$ cat src/rtl/approx_add_pkg.sv
// approx_add_pkg -- shared constants for the approximate adder pipeline.
//   MODE_EXACT / MODE_APPROX : encodings of the MODE operand flag
//   ERR_SUM_W / ERR_CNT_W    : widths of the error-statistic accumulators
//   ERR_SUM_SAT / ERR_CNT_SAT: saturation ceilings of those accumulators
package approx_add_pkg;

    localparam logic MODE_EXACT  = 1'b0;
    localparam logic MODE_APPROX = 1'b1;

    localparam int ERR_SUM_W = 32;
    localparam int ERR_CNT_W = 16;

    localparam logic [ERR_SUM_W-1:0] ERR_SUM_SAT = '1;
    localparam logic [ERR_CNT_W-1:0] ERR_CNT_SAT = '1;

endpackage

$ cat src/rtl/approx_add_core.sv
// approx_add_core -- combinational exact / lower-part-OR approximate adder.
//   a, b  : W-bit operands
//   mode  : MODE_EXACT -> a + b, MODE_APPROX -> low K bits ORed, upper part
//           added with a carry guessed from bit K-1 of both operands
//   sum   : W+1-bit result, MSB is carry-out
// K = 0 degenerates to an exact adder in both modes.
module approx_add_core
    import approx_add_pkg::*;
#(
    parameter int W = 8,
    parameter int K = 4
) (
    input  logic [W-1:0] a,
    input  logic [W-1:0] b,
    input  logic         mode,
    output logic [W:0]   sum
);

    logic [W:0] exact_sum;
    logic [W:0] approx_sum;

    assign exact_sum = {1'b0, a} + {1'b0, b};

    generate
        if (K == 0) begin : g_exact_only
            assign approx_sum = exact_sum;
        end else begin : g_approx
            // Carry into the upper part is predicted from the top low bit
            // only, so no carry chain crosses the K boundary.
            logic c;
            assign c = a[K-1] & b[K-1];
            assign approx_sum[K-1:0] = a[K-1:0] | b[K-1:0];
            if (K == W) begin : g_no_upper
                assign approx_sum[W] = c;
            end else begin : g_upper
                assign approx_sum[W:K] = {1'b0, a[W-1:K]} + {1'b0, b[W-1:K]}
                                       + {{(W-K){1'b0}}, c};
            end
        end
    endgenerate

    assign sum = (mode == MODE_APPROX) ? approx_sum : exact_sum;

endmodule

$ cat src/rtl/approx_add_pipe.sv
// approx_add_pipe -- 2-stage valid/ready pipeline around approx_add_core,
// with an optional error monitor comparing each result against the exact sum.
//   CLK, RST          : clock, synchronous active-high reset
//   IN_VALID/IN_READY : operand handshake (A, B, MODE)
//   OUT_VALID/OUT_READY, O : result handshake, O is W+1 bits
//   ERR_CLR           : zero the statistics (wins over a same-cycle result)
//   ERR_SUM/ERR_MAX/ERR_CNT : accumulated / largest / nonzero-count of |O-(A+B)|
// Macro APPROX_ERR_MON_EN builds the monitor; when undefined the statistic
// ports are tied to 0 and ERR_CLR is ignored.
module approx_add_pipe
    import approx_add_pkg::*;
#(
    parameter int W = 8,
    parameter int K = 4
) (
    input  logic                 CLK,
    input  logic                 RST,
    input  logic                 IN_VALID,
    output logic                 IN_READY,
    input  logic [W-1:0]         A,
    input  logic [W-1:0]         B,
    input  logic                 MODE,
    output logic                 OUT_VALID,
    input  logic                 OUT_READY,
    output logic [W:0]           O,
    input  logic                 ERR_CLR,
    output logic [ERR_SUM_W-1:0] ERR_SUM,
    output logic [W:0]           ERR_MAX,
    output logic [ERR_CNT_W-1:0] ERR_CNT
);

    typedef struct packed {
        logic [W-1:0] a;
        logic [W-1:0] b;
        logic         mode;
    } s1_t;

    logic [2:1] vld_pipe;
    s1_t        s1_q;
    logic [W:0] o_q;
    logic [W:0] core_sum;
    logic       s1_adv;
    logic       s2_adv;

    assign s2_adv    = !vld_pipe[2] || OUT_READY;
    assign s1_adv    = s2_adv || !vld_pipe[1];
    // Gated by RST so nothing is offered as accepted during reset.
    assign IN_READY  = s1_adv && !RST;
    assign OUT_VALID = vld_pipe[2];
    assign O         = o_q;

    approx_add_core #(.W(W), .K(K)) u_core (
        .a    (s1_q.a),
        .b    (s1_q.b),
        .mode (s1_q.mode),
        .sum  (core_sum)
    );

    always_ff @(posedge CLK) begin
        if (RST) begin
            vld_pipe <= '0;
            s1_q     <= '0;
            o_q      <= '0;
        end else begin
            if (s1_adv) begin
                vld_pipe[1] <= IN_VALID;
                if (IN_VALID)
                    s1_q <= '{a: A, b: B, mode: MODE};
            end
            if (s2_adv) begin
                vld_pipe[2] <= vld_pipe[1];
                if (vld_pipe[1])
                    o_q <= core_sum;
            end
        end
    end

`ifdef APPROX_ERR_MON_EN
    logic [W:0]           exact_q;
    logic [W:0]           err;
    logic                 out_hs;
    logic [ERR_SUM_W:0]   sum_ext;
    logic [ERR_SUM_W-1:0] err_sum_q;
    logic [W:0]           err_max_q;
    logic [ERR_CNT_W-1:0] err_cnt_q;

    // Exact reference travels alongside o_q so the error is known at output.
    always_ff @(posedge CLK) begin
        if (RST)
            exact_q <= '0;
        else if (s2_adv && vld_pipe[1])
            exact_q <= {1'b0, s1_q.a} + {1'b0, s1_q.b};
    end

    assign out_hs  = vld_pipe[2] && OUT_READY;
    assign err     = (o_q >= exact_q) ? (o_q - exact_q) : (exact_q - o_q);
    assign sum_ext = {1'b0, err_sum_q} + (ERR_SUM_W+1)'(err);

    always_ff @(posedge CLK) begin
        if (RST || ERR_CLR) begin
            err_sum_q <= '0;
            err_max_q <= '0;
            err_cnt_q <= '0;
        end else if (out_hs) begin
            err_sum_q <= sum_ext[ERR_SUM_W] ? ERR_SUM_SAT : sum_ext[ERR_SUM_W-1:0];
            if (err > err_max_q)
                err_max_q <= err;
            if (err != '0 && err_cnt_q != ERR_CNT_SAT)
                err_cnt_q <= err_cnt_q + ERR_CNT_W'(1);
        end
    end

    assign ERR_SUM = err_sum_q;
    assign ERR_MAX = err_max_q;
    assign ERR_CNT = err_cnt_q;
`else
    logic unused_err_clr;
    assign unused_err_clr = ERR_CLR;
    assign ERR_SUM = '0;
    assign ERR_MAX = '0;
    assign ERR_CNT = '0;
`endif

endmodule

$ cat config.mk
export PLATFORM = sky130hd
export DESIGN_NAME = approx_add_pipe
export DESIGN_NICKNAME = d
export VERILOG_FILES = /design/src/rtl/approx_add_pkg.sv /design/src/rtl/approx_add_core.sv /design/src/rtl/approx_add_pipe.sv
export SDC_FILE = /design/constraint.sdc
export NUM_CORES = 1
export LEC_CHECK = 0
export BUFFER_PORTS_ARGS = -buffer_cell sky130_fd_sc_hd__buf_2
export CORE_ASPECT_RATIO = 1.75
export CORE_MARGIN = 2
export CORE_UTILIZATION = 50
export DETAILED_ROUTE_END_ITERATION = 8
export PLACE_DENSITY_LB_ADDON = 0.15
export SYNTH_ARGS = -nofsm -noshare
export SYNTH_HDL_FRONTEND = slang
export SYNTH_SLANG_ARGS = --single-unit
export TNS_END_PERCENT = 100
$ cat constraint.sdc
create_clock -name CLK -period 4 [get_ports CLK]
set_input_delay 0.6 -clock CLK [delete_from_list [all_inputs] [get_ports CLK]]
set_output_delay 0.6 -clock CLK [all_outputs]
set_load 0.03 [all_outputs]
==> key figures <==
Status
  – Status: finished, final reports clean

Setup path
  – Arr. time, crit path: 2300 ps
  – Required @ worst endpoint: 4140 ps
  – Max FO, Critical Path: 5
  – Launching point of the worst reg2reg path: s1_q[4]$_SDFFE_PP0P_
  – Setup CP Type: flip-flop to flip-flop
  – Reg2reg end: O[8]$_SDFFE_PP0P_
  – R2R depth: 9
  – Crit path capture type: flip-flop
  – FF-to-FF setup slack: 1840 ps
  – Crit path launch type: flip-flop

CTS
  – CTS tree: yes
  – Clock buffer depth: 2
  – Setup bufs post-CTS: 0
  – Post_cts resized: 0
  – CTS buffer count: 3
  – CTS H-tree lvls: 1
  – Reg clk slew, reported paths: 90 ps
  – Clk sinks: 28
  – Clock network latency to the later pin of the worst-skew pair: 270 ps
  – Hold-fix buffers, CTS: 0
  – Clock Tree Root: clkbuf_8

STA
  – Period minus WS final: 2160 ps
  – Slew HR: 44.97%
  – Setup Skew: 3.358 ps
  – RSZ-0062 raised after global routing: no
  – Setup violators final: 0
  – Tcrit/Tclk final: 53.99%
  – Setup TNS: 0 ps
  – Hold Vio Cnt, Final: 0
  – Max frequency: 463.0 MHz
  – Max-slew violation count: 0
  – Worst-Margin Slew: 823.7 ps

Drt
  – Via count: 1,391
  – Routed wire length: 3.083 mm
  – Routed len/inst: 9.945 µm
  – Detailed-route DRC error count: 0
  – Initial drt markers: 21
  – Vias/cell: 4.487
  – DRT antenna net count: 0
  – Pre-antenna DRT Iters: 4

GRT
  – First-pass GRT wire length: 5.209 mm
  – Largest net degree at the start of global routing: 31
  – Grt total ovfl: 0
  – Initial antenna violation count: 0
  – Vias in the first global route: 1,273
  – GR Util All Layers: 15.12%

Finish
  – Area of the multi-input gates: 1046 µm²
  – Design Area, Final: 1927 µm²
  – N_diodes: 0
  – Sequential cell area: 560.5 µm²
  – Area growth from synthesis to layout: 0.4567%
  – Final nets: 302
  – Filler cells: 400
  – Fin util: 52.58%
  – Layout cell share with drive strength beyond 1: 14.77%

Min path
  – Hold Path Class: flip-flop to flip-flop
  – Min-delay src: O[1]$_SDFFE_PP0P_
  – Hold path depth: 2
  – Hold Path End: O[1]$_SDFFE_PP0P_

Synth
  – Most instantiated library cell after synthesis: buf_4
  – Post-synthesis sequential area ratio: 29.22%
  – Dominant cell type by area after synthesis: dfxtp_1
  – Top_reg_cell synth: dfxtp_1
  – Ys async rst share: 0%
  – Top cell type's share of synthesized area: 29.22%
  – Distinct cells, synth: 34
  – Synth top area cells: dfxtp_1 29%, buf_4 23%, ha_1 7.8%, nand2_1 7.6%, a21oi_1 6.5%
  – Most instantiated cells after synthesis: 59 x buf_4, 39 x nand2_1, 28 x dfxtp_1, 25 x a21oi_1, 14 x inv_1
  – Syn Std Cell Area: 1918 µm²
  – Avg Inst Size Synth: 8.059 µm²
  – EDFF count, synth: 0
  – Ys Warns: 0
  – Synthesis-stage register bit count: 28
  – Cells after Synth: 238

Power
  – Lkg Pwr: 0.0009297 µW
  – Sw frac: 35.16%
  – Power Density: 342.5 nW/µm²
  – Int Power: 427.9 µW
  – Power Total: 660.0 µW
  – Worst vdd ir: 0.3071 mV
  – Comb pwr share: 27.2%
  – Flop pwr share: 46.7%
  – Clock power share: 26.1%
  – Switching pwr: 232.0 µW

Place
  – Placed instance area: 1872 µm²
  – DPL Wire Length: 2.412 mm
  – Port Buffer Count: 31
  – Final GP Congestion: 0.7710

Floorplan
  – I/O Pins: 90
  – Core box area: 3665 µm²
  – Initial Utilization: 52.34%
  – Die area: 4367 µm²
  – Row cnt: 29
  – Die height: 85.94 µm
  – Die width: 50.82 µm

Run
  – Max cap viols: 0
## worst max-delay path, cell delays in order, from the launching register on
cell and delay [ps]:
dfxtp_1 330, ha_1 260, fa_1 410, inv_1 110, fa_1 170, nand2_1 50
o31ai_1 90, a21oi_1 100, a2111oi_0 430, nor4_1 80
## metal layers
layer | track usage [%] | wire (µm)
met4 | 7.125 | 55
met2 | 28.59 | 1603
met3 | 1.742 | 186
met5 | 0 | 0
met1 | 16.05 | 1238
## cells by family after synthesis
family	synth area share (%)
multiplexers	2.153
flip-flops	29.22
other	0.1955
buffers and inverters	27.20
AND/OR/NAND/NOR	14.42
XOR/XNOR	2.284
AO/OA/AOI/OAI	13.57
adder cells (fa/ha/maj)	10.96
## registers in the layout, summed over array words and instances (netlist names)
| name | count |
|---|---|
| s1_q | 17 |
| O | 9 |
| vld_pipe | 2 |
## final cells by class
type | count | share of cell area, %
Inverter | 14 | 2.727
Tap cell | 46 | 2.987
Sequential cell | 28 | 29.09
Timing Repair Buffer | 31 | 8.052
Multi-Input combinational cell | 187 | 54.29
Clock buffer | 4 | 2.857
## through the flow
step	cells	setup slack [ps]	hold WS [ps]
2_1_floorplan	294	2072	440.0
3_3_place_gp	306	1909	437.1
3_5_place_dp	306	1856	448.8
4_1_cts	310	1841	461.0
5_1_grt	310	1753	484.3
6_report	310	1840	457.6
## worst max-delay path by stage
stage	start	endpoint	slack, ps	cells past startpoint
after floorplan	s1_q[4]$_SDFFE_PP0P_	O[8]$_SDFFE_PP0P_	2070	9
after global placement	s1_q[4]$_SDFFE_PP0P_	O[8]$_SDFFE_PP0P_	1910	9
after detailed placement	s1_q[4]$_SDFFE_PP0P_	O[8]$_SDFFE_PP0P_	1860	9
after CTS	s1_q[4]$_SDFFE_PP0P_	O[8]$_SDFFE_PP0P_	1840	9
after global routing	s1_q[4]$_SDFFE_PP0P_	O[8]$_SDFFE_PP0P_	1750	9
final	s1_q[4]$_SDFFE_PP0P_	O[8]$_SDFFE_PP0P_	1840	9
## cell usage in the layout, fill, tap and decap left out, types with 2 or more instances in the layout
cell type,count
a211oi_1,4
a21oi_1,25
buf_2,31
clkbuf_8,4
conb_1,57
dfxtp_1,28
fa_1,3
ha_1,12
inv_1,14
mux2i_1,3
nand2_1,39
nor2_1,11
nor2b_1,2
nor3_1,5
o21ai_0,3
o31ai_1,3
xnor2_1,2
xor2_1,3
## power groups by stage
stage	Combinational (µW)	Sequential, µW	Clock [µW]
floorplan	184	324	0
global route	198	311	191
finish	180	308	172
detailed placement	179	315	0
CTS	180	309	179
global placement	177	314	0
Power figures use the tool's default switching activity.
